### config.mk
export PLATFORM = sky130hd
export DESIGN_NAME = mem_stage
export DESIGN_NICKNAME = d
export VERILOG_FILES = /design/src/rtl/mem_stage.sv
export SDC_FILE = /design/constraint.sdc
export NUM_CORES = 1
export LEC_CHECK = 0
export BUFFER_PORTS_ARGS = -buffer_cell sky130_fd_sc_hd__buf_4
export CAP_MARGIN = 20
export CORE_UTILIZATION = 44
export CTS_CLUSTER_SIZE = 25
export DETAILED_ROUTE_END_ITERATION = 10
export GPL_TIMING_DRIVEN = 0
export HOLD_SLACK_MARGIN = 0.02
export PLACE_DENSITY = 0.81
export SLEW_MARGIN = 20
export SYNTH_ARGS = -nofsm -noshare
export SYNTH_HDL_FRONTEND = slang
export SYNTH_SLANG_ARGS = --single-unit
### constraint.sdc
create_clock -name clk -period 1.75 [get_ports clk]
set_clock_uncertainty 0.1 [all_clocks]
set_input_delay 0.0875 -clock clk [delete_from_list [all_inputs] [get_ports clk]]
set_output_delay 0.0875 -clock clk [all_outputs]
set_load 0.1 [all_outputs]
### src/rtl/mem_stage.sv
// Data-memory stage: single-outstanding load/store handshake with a bounded
// wait for mem_ack, alignment checking, and a held load register for write-back.
module mem_stage #(
    parameter int TIMEOUT = 16
) (
    input  logic        clk,
    input  logic        rst_n,
    input  logic [31:0] ALUOut,
    input  logic [31:0] StoreData,
    input  logic        MemRead,
    input  logic        MemWrite,
    input  logic        MemtoReg,
    output logic        mem_req,
    output logic        mem_we,
    output logic [31:0] mem_addr,
    output logic [31:0] mem_wdata,
    input  logic [31:0] mem_rdata,
    input  logic        mem_ack,
    output logic        stall,
    output logic [31:0] WBData,
    output logic        load_valid,
    output logic        mem_err
);

    typedef enum logic [1:0] {
        S_IDLE = 2'd0,
        S_REQ  = 2'd1,
        S_DONE = 2'd2,
        S_ERR  = 2'd3
    } state_t;

    state_t      r_state;
    state_t      w_next;
    logic [7:0]  r_cnt;
    logic [31:0] r_addr;
    logic [31:0] r_wdata;
    logic        r_we;
    logic [31:0] r_load;

    logic w_access;
    logic w_illegal;
    logic w_accept;
    logic w_timeout;

    assign w_access  = MemRead ^ MemWrite;
    assign w_illegal = (MemRead & MemWrite) | (w_access & (ALUOut[1:0] != 2'b00));
    assign w_accept  = (r_state == S_IDLE) & w_access & ~w_illegal;
    assign w_timeout = (r_cnt == 8'(TIMEOUT - 1));

    always_ff @(posedge clk or negedge rst_n) begin
        if (!rst_n) begin
            r_state <= S_IDLE;
        end else begin
            r_state <= w_next;
        end
    end

    // mem_ack takes priority over the timeout when both land on the same cycle
    always_comb begin
        w_next = r_state;
        case (r_state)
            S_IDLE: begin
                if (w_illegal) begin
                    w_next = S_ERR;
                end else if (w_access) begin
                    w_next = S_REQ;
                end
            end
            S_REQ: begin
                if (mem_ack) begin
                    w_next = S_DONE;
                end else if (w_timeout) begin
                    w_next = S_ERR;
                end
            end
            S_DONE:  w_next = S_IDLE;
            S_ERR:   w_next = S_IDLE;
            default: w_next = S_IDLE;
        endcase
    end

    always_ff @(posedge clk or negedge rst_n) begin
        if (!rst_n) begin
            r_cnt   <= 8'd0;
            r_addr  <= 32'd0;
            r_wdata <= 32'd0;
            r_we    <= 1'b0;
            r_load  <= 32'd0;
        end else begin
            if (w_accept) begin
                r_cnt   <= 8'd0;
                r_addr  <= ALUOut;
                r_wdata <= StoreData;
                r_we    <= MemWrite;
            end else if (r_state == S_REQ) begin
                if (mem_ack) begin
                    if (!r_we) begin
                        r_load <= mem_rdata;
                    end
                end else begin
                    r_cnt <= r_cnt + 8'd1;
                end
            end
        end
    end

    // Handshake outputs decode registered state only; nothing flows from mem_ack
    assign mem_req    = (r_state == S_REQ);
    assign mem_we     = (r_state == S_REQ) & r_we;
    assign mem_addr   = (r_state == S_REQ) ? r_addr  : 32'd0;
    assign mem_wdata  = (r_state == S_REQ) ? r_wdata : 32'd0;
    assign load_valid = (r_state == S_DONE) & ~r_we;
    assign mem_err    = (r_state == S_ERR);
    assign stall      = w_accept | (r_state == S_REQ);
    assign WBData     = MemtoReg ? r_load : ALUOut;

endmodule

After elaboration in Yosys (flattened, before gate mapping)
Index checks and enable logic that the tools add are counted.
Widths: inputs -> output; s select.
{"block": "word_totals", "in_bits": 102, "elab_cells": 44, "out_inout_bits": 101, "reg_bits": 107}
{"block": "classes", "bitwise": 12, "reduce_logical": 7, "eq_ne": 7, "mux": 11, "addsub": 1}
{"cell": "$mux 32", "n": 3}
{"cell": "$mux 8", "n": 3}
{"cell": "$add 8x1->8 const B", "n": 1}
{"cell": "$eq 8x4->1 const B", "n": 1}
{"cell": "$mux 2", "n": 4}
{"cell": "$and 1x1->1", "n": 6}
{"cell": "$pmux 2 s3", "n": 1}
{"cell": "$eq 2x2->1 const B", "n": 2}
{"cell": "$reduce_and 2->1", "n": 2}
{"cell": "$reduce_and 4->1", "n": 1}
{"cell": "$reduce_bool 2->1", "n": 2}
{"cell": "$ne 3x1->1 const B", "n": 1}
{"cell": "$ne 3x3->1 const B", "n": 1}
{"cell": "$not 1->1", "n": 3}
{"cell": "$eq 2x1->1 const B", "n": 1}
{"cell": "$logic_not 2->1", "n": 1}
{"cell": "$ne 2x1->1 const B", "n": 1}
{"cell": "$or 1x1->1", "n": 2}
{"cell": "$reduce_or 2->1", "n": 1}
{"cell": "$xor 1x1->1", "n": 1}

Logic depth before layout (Yosys ltp)
Gate-level depths: netlist of run 1.
{"block": "depth", "ltp_word": 7, "mapped_depth": 7, "mapped_depth_nobuf": 5}

Worst setup path after synthesis of run 1
Ideal clock, no wire load.
{"block": "synth_path", "kind": "flip-flop to output port", "start": "register r_state[1]", "end": "output mem_wdata[22]", "slack_ns": -1.115, "required_time_ns": 1.562, "t_arrival_ns": 2.678, "stages_incl_launch_ff": 6, "path_buffers": 2, "cell_sequence": "dfrtp_1 -> nand2b_1 -> clkbuf_1 -> inv_1 -> clkbuf_1 -> and2_1"}
{"block": "synth_via", "elab_chain_cells": 2}
{"item": "start, declared", "line": "32", "source": "state_t r_state;"}
{"item": "start signal, assigned", "line": "54", "source": "r_state <= w_next;"}
{"item": "$eq 2x1->1"}
{"item": "named net mem_req", "line": "13", "source": "output logic mem_req,"}
{"item": "$mux 32", "line": "111", "source": "assign mem_wdata = (r_state == S_REQ) ? r_wdata : 32'd0;"}
{"item": "end, declared", "line": "16", "source": "output logic [31:0] mem_wdata,"}
The timed path passes the listed nets, and every way through them passes these cells.

Worst setup path after layout of run 1
{"block": "layout_path", "start": "register r_state[0]", "end": "register r_wdata[10]"}
{"block": "layout_via", "elab_chain_cells": 3}
{"item": "$logic_not 2->1", "line": "47", "source": "assign w_accept = (r_state == S_IDLE) & w_access & ~w_illegal;"}
{"item": "$and 1x1->1 (2 in series)", "line": "47"}
{"item": "end signal, assigned", "line": "93", "source": "r_wdata <= StoreData;"}
{"item": "end, declared", "line": "36", "source": "logic [31:0] r_wdata;"}
Every way passes these cells.
A chain may end at the register's enable or synchronous reset.

==> results of run 1 <==
## through the flow
step,hold WS [ns],area (sq um)
after floorplan,-0.308,5330
after global placement,0.221,7020
after detailed placement,0.190,7020
after CTS,0.0999,9990
after global routing,0.146,10100
final,0.167,10100
## power by group through the flow
stage	Sequential, mW	Combinational [mW]	Clock [mW]
after floorplan	4.14	9.35	0
after global placement	4.28	11.1	0
after detailed placement	4.37	11.3	0
after CTS	4.34	15.2	2.02
after global routing	4.68	16.2	2.13
final	4.64	15.9	2.03
## layout make-up
cell class	count	area, sq um
Antenna cell	1	2.50
Buffer	18	280
Clock buffer	11	233
Clock inverter	4	51.3
Fill cell	403	1230
Inverter	3	15.0
Multi-Input combinational cell	244	2780
Sequential cell	107	2680
Tap cell	143	179
Timing Repair Buffer	339	3920
## cells in the final DEF (no fill, tap or decap), types with 3 or more instances in the layout
cell type | netlist | layout
buf_4 | 0 | 137
o21ai_0 | 6 | 4
ha_1 | 3 | 3
dlygate4sd3_1 | 0 | 96
mux2_2 | 100 | 40
dfrtp_1 | 107 | 105
clkbuf_16 | 0 | 14
buf_1 | 4 | 3
mux2_4 | 26 | 86
and2_4 | 0 | 67
clkbuf_1 | 9 | 4
buf_12 | 2 | 82
a21oi_2 | 0 | 3
buf_8 | 0 | 14
buf_6 | 2 | 17
## what timing repair did
item | 4_1_cts | 5_1_grt
hold endpoints to repair | 202 | 0
endpoints found under the setup margin | 171 | 173
resized for setup | 322 | 63
pin swaps | 19 | 25
hold buffers | 96 | 0
cloned | 13 | 1
setup buffers | 22 | 12
## cells by family after synthesis
group                      Yosys count
AOI/OAI and AO/OA                   17
muxes                              127
adders and majority gates            3
xor gates and xnor gates             2
buffers and inverters               27
DFF                                107
and+or+nand+nor                     95
## path summary, 6_finish.rpt
path                       startpoint          end  slack (ns)  cells after the start
max                        r_state[0]  r_wdata[10]       -0.44                      6
min                           mem_ack     r_cnt[6]        0.17                      4
max reg2reg                r_state[0]  r_wdata[10]       -0.44                      6
min reg2reg                 r_load[5]    r_load[5]        0.41                      1
max in group asynchronous       rst_n   r_state[0]        0.48                      2
min in group asynchronous       rst_n   r_wdata[6]        0.35                      2
## sequential cells by signal (all words and copies together) (netlist names)
register / count
r_wdata: 32
r_cnt: 8
r_addr: 32
r_load: 32
r_state: 2
r_we: 1
## layer usage
layer  vias up  global-route usage [%]  wire length [um]
met5         -                       0                 0
met4         0                    12.3              1010
met3        80                    7.94              1800
met2       304                    57.7             10900
met1      2419                    38.7              7960
li1       1997                       -                 -
## worst register-to-register path: cells and delay by family (launching register included)
family	cells	cell delay (ns)
buffers and inverters	3	0.46
muxes	1	0.32
and+or+nand+nor	2	0.76
DFF	1	0.43
==> results.py, run 1 <==
metrics = {
    "cells_and_area": {
        "fin_util_pct": 89.2,
        "drive_gt1_share_pct": 66.4,
        "syn2layout_area_growth_pct": 98.2,
        "layout.cells.non_filler": 870,
        "finish.net_count": 827,
    },
    "route": {
        "drc": 0,
        "routed_wl_um": 21700,
        "vias": 4800,
        "drtIter0Drc": 237,
        "vias_per_cell": 5.52,
        "drtPass1Iterations": 7,
        "postRouteAntennaNets": 0,
        "wl_per_cell_um": 24.9,
    },
    "yosys": {
        "synthXorXnorAreaFrac_pct": 0.342,
        "synth.most_common_cell": "dfrtp_1",
        "synth-seq-area-share_pct": 52.3,
        "synth-compound-area-share_pct": 1.91,
        "syn_nets": 483,
        "synth_common_cells": "dfrtp_1, mux2_2, and2_1",
        "synthArstFlopShare_pct": 100,
        "synth_warnings": 0,
        "ys_ff_latch": 107,
        "synthSimpleGateAreaFrac_pct": 11.8,
        "synth_area_leaders": "dfrtp_1, mux2_2, and2_1, mux2_4, buf_12",
        "synth_edf_count": 0,
        "synth_top_family_by_area": "multiplexers",
        "synth_largest_area_cell": "dfrtp_1",
        "yosysUniqueCellTypes": 36,
        "synth_fa_ha_area_share_pct": 0.733,
        "muxShareOfSynthArea_pct": 29.8,
        "synth_top_area_share_pct": 52.3,
        "syn_area_sq_um": 5120,
        "synthFlopType": "dfrtp_1",
        "postSynthAreaPerCell_sq_um": 13.5,
        "synthCells": 378,
    },
    "grt": {
        "grt_pass1_wl_um": 29000,
        "grt_pass1_vias": 5011,
        "gr-total-overflow": 0,
        "grt_max_degree": 108,
        "track_usage_pct": 32.9,
        "antenna_found_initial": 1,
    },
    "pwr": {
        "pwr-share-clk_pct": 9.0,
        "p_leak_nw": 4.75,
        "peakVddDrop_mv": 2.15,
        "seqPwrFrac_pct": 20.6,
        "internal_power_mw": 11.5,
        "power_density_nw_per_um2": 2220,
        "switching_share_pct": 49.2,
        "p_sw_mw": 11.1,
        "total_power_mw": 22.6,
        "combPwrFrac_pct": 70.4,
    },
    "clock_network": {
        "clkLatencyLatePin_ns": 0.34,
        "numCtsBuffers": 9,
        "clockBufferDepth": 2,
        "root_buffer": "clkbuf_16",
        "clkSlewWorstSetupHoldPaths_ns": 0.08,
        "htree_levels": 3,
        "cts_tree": "done",
        "clkSinkCount": 107,
    },
    "die": {
        "ios": 203,
        "fp-row-count": 39,
        "fp.dieArea_sq_um": 12100,
        "fp.dieH_um": 110,
        "die_w_um": 110,
        "initial_utilization_pct": 45.0,
        "core_sq_um": 11400,
    },
    "sta": {
        "fin_crit_ns": 2.19,
        "rsz0062_at_grt": "yes",
        "relSlewSlack_pct": 34.1,
        "fmax_mhz": 458,
        "drv_slew": 0,
        "fin_ws_ns": -0.436,
        "min_period_over_period_pct": 125,
        "worstMarginPinSlew_ns": 0.989,
        "finalSetupViolCount": 179,
        "finalSetupTns_ns": -51.21,
        "finalHoldViolCount": 0,
    },
    "critical_path": {
        "crit_path_frequent_cell": "buf_6",
        "critPathArrivalTime_ns": 2.30,
        "critical_path_class": "flop to flop",
        "slowest_stage": "or4b_4",
        "endpoint_kind": "flop",
        "critPathMaxStageDelay_ns": 0.56,
        "crit_path_start_kind": "flop",
        "crit_buf_inv": 3,
        "worstPathRequired_ns": 1.87,
        "cp_max_fo": 5,
        "worstPathCellList": "or4b_4 -> buf_6 -> nor2_4 -> buf_4 -> buf_6 -> mux2_4",
        "crit_family": "simple AND/OR/NAND/NOR gates",
    },
    "placed_design": {
        "hpwlAfterDp_um": 8900,
        "port_buffers": 201,
        "dp.cells": 722,
        "gp_congestion": 0.772,
        "pre_cts_ws_ns": -0.381,
    },
    "status": {
        "violations": "negative setup slack",
        "status": "complete, but fails checks",
    },
    "flow_run": {
        "maxCapViolations": 0,
    },
    "worst_hold_path": {
        "hp-class": "primary input to flop",
    },
}
Power figures use the tool's default switching activity.
==> inputs of run 2 (changes only) <==
--- a/config.mk
+++ b/config.mk
@@ -12,6 +12,7 @@
 export DETAILED_ROUTE_END_ITERATION = 10
 export GPL_TIMING_DRIVEN = 0
 export HOLD_SLACK_MARGIN = 0.02
+export MAX_ROUTING_LAYER = met4
 export PLACE_DENSITY = 0.81
 export SLEW_MARGIN = 20
 export SYNTH_ARGS = -nofsm -noshare
==> results.py, run 2 (synthesized netlist as in run 1, its figures left out) <==
metrics = {
    "status": {
        "status": "complete, but fails checks",
        "violations": "negative setup slack",
    },
    "route": {
        "wl_per_cell_um": 24.9,
        "drtPass1Iterations": 4,
        "drc": 0,
        "drtIter0Drc": 284,
        "vias_per_cell": 5.43,
        "vias": 4731,
        "postRouteAntennaNets": 0,
        "routed_wl_um": 21700,
    },
    "grt": {
        "gr-total-overflow": 0,
        "grt_pass1_vias": 4992,
        "grt_pass1_wl_um": 28900,
        "antenna_found_initial": 0,
        "track_usage_pct": 33.8,
        "grt_max_degree": 108,
    },
    "sta": {
        "relSlewSlack_pct": 33.3,
        "fin_crit_ns": 2.22,
        "worstMarginPinSlew_ns": 1.00,
        "finalHoldViolCount": 0,
        "finalSetupViolCount": 173,
        "rsz0062_at_grt": "yes",
        "fin_ws_ns": -0.470,
        "min_period_over_period_pct": 127,
        "drv_slew": 0,
        "fmax_mhz": 451,
    },
    "cells_and_area": {
        "fin_area_sq_um": 10100,
        "largest_registers": "r_addr (32), r_load (32), r_wdata (32)",
        "layout.cells.non_filler": 871,
        "diodes": 0,
        "drive_gt1_share_pct": 66.6,
        "layout_commonest_cell": "buf_4",
        "finish.net_count": 829,
        "syn2layout_area_growth_pct": 98.2,
        "most-common-layout-cells": "buf_4, dfrtp_1, dlygate4sd3_1",
    },
    "die": {
        "ios": 203,
        "core_sq_um": 11400,
        "fp.dieH_um": 110,
        "die_w_um": 110,
        "initial_utilization_pct": 45.0,
        "fp.dieArea_sq_um": 12100,
        "fp-row-count": 39,
    },
    "clock_network": {
        "clkSlewWorstSetupHoldPaths_ns": 0.08,
        "clkLatencyLatePin_ns": 0.34,
        "cts_tree": "done",
        "clockBufferDepth": 2,
        "clkSinkCount": 107,
        "htree_levels": 3,
        "numCtsBuffers": 9,
        "root_buffer": "clkbuf_16",
    },
    "critical_path": {
        "critical_path_class": "flop to flop",
        "critPathArrivalTime_ns": 2.33,
        "critPathMaxStageDelay_ns": 0.56,
        "crit_family": "simple AND/OR/NAND/NOR gates",
        "endpoint_kind": "flop",
        "crit_buf_inv": 3,
        "worstPathRequired_ns": 1.86,
        "crit_path_start_kind": "flop",
        "worstPathCellList": "or4b_4 -> buf_6 -> nor2_4 -> buf_4 -> buf_6 -> mux2_4",
        "slowest_stage": "or4b_4",
        "cp_max_fo": 5,
        "crit_path_frequent_cell": "buf_6",
    },
    "placed_design": {
        "dpl_cell_area_sq_um": 7020,
        "port_buffers": 201,
        "pre_cts_ws_ns": -0.381,
        "dp.cells": 722,
        "hpwlAfterDp_um": 8900,
        "gp_congestion": 0.782,
    },
    "worst_hold_path": {
        "hp-class": "primary input to flop",
    },
    "pwr": {
        "total_power_mw": 22.6,
        "power_density_nw_per_um2": 2220,
        "p_leak_nw": 4.76,
        "peakVddDrop_mv": 2.17,
    },
    "flow_run": {
        "maxCapViolations": 0,
    },
}
==> run 2: path summary, 6_finish.rpt <==
kind,slack [ns],endpoint,start,cells after the start
hold reg to reg,0.41,r_load[5],r_load[5],1
setup reg to reg,-0.47,r_wdata[8],r_state[0],6
hold / removal,0.13,r_cnt[5],mem_ack,4
setup / recovery,-0.47,r_wdata[8],r_state[0],6
max in group asynchronous,0.48,r_state[1],rst_n,2
min in group asynchronous,0.34,r_wdata[6],rst_n,2
==> run 2: final cells by class <==
class | instances | area [sq um]
repair buffers | 341 | 3930
multi-input cells | 244 | 2780
flip-flops and latches | 107 | 2680
fillers | 409 | 1230
plain buffers | 18 | 282
clock buffers | 11 | 233
well taps | 143 | 179
clock inverters | 4 | 51.3
inverters | 3 | 15.0
==> run 2: stage by stage <==
stage	hold slack (ns)	setup TNS, ns	utilization (%)
4_1_cts	0.0999	-56.07	87.9
3_3_place_gp	0.221	-44.67	61.7
6_report	0.127	-54.95	89.2
3_5_place_dp	0.190	-48.12	61.8
5_1_grt	0.120	-57.62	89.2
2_1_floorplan	-0.308	-11.92	-
==> run 2: routing by layer <==
layer  vias up  wire, um  part of all wire, %  GRT usage, %
li1       2000         -                    -             -
met1      2357      8270                   38          39.3
met2       294     11000                   51          57.5
met3        80      1520                  7.0          7.05
met4         0       937                  4.3          12.4
met5         -         0                    0             -
==> run 2: what timing repair did <==
item | in CTS | in global routing
setup endpoints to repair | 171 | 174
setup buffers | 22 | 14
gates resized for setup | 322 | 68
cloned | 13 | 1
pin swaps | 19 | 25
hold endpoints to repair | 202 | 0
hold buffers | 96 | 0
==> run 2: worst register-to-register path: cells and delay by family, from the launching register on <==
| kind | cells | cell delay, ns |
|---|---|---|
| buffers and inverters | 3 | 0.46 |
| DFF | 1 | 0.44 |
| muxes | 1 | 0.33 |
| and+or+nand+nor | 2 | 0.77 |
==> run 2: where the power goes <==
group          leakage, nW  total, mW  switching, mW  internal (mW)
registers             1.30       4.63          0.975           3.66
logic                 3.33       15.9           9.23           6.68
clock network        0.136       2.02          0.915           1.11
total                 4.76       22.6           11.1           11.4
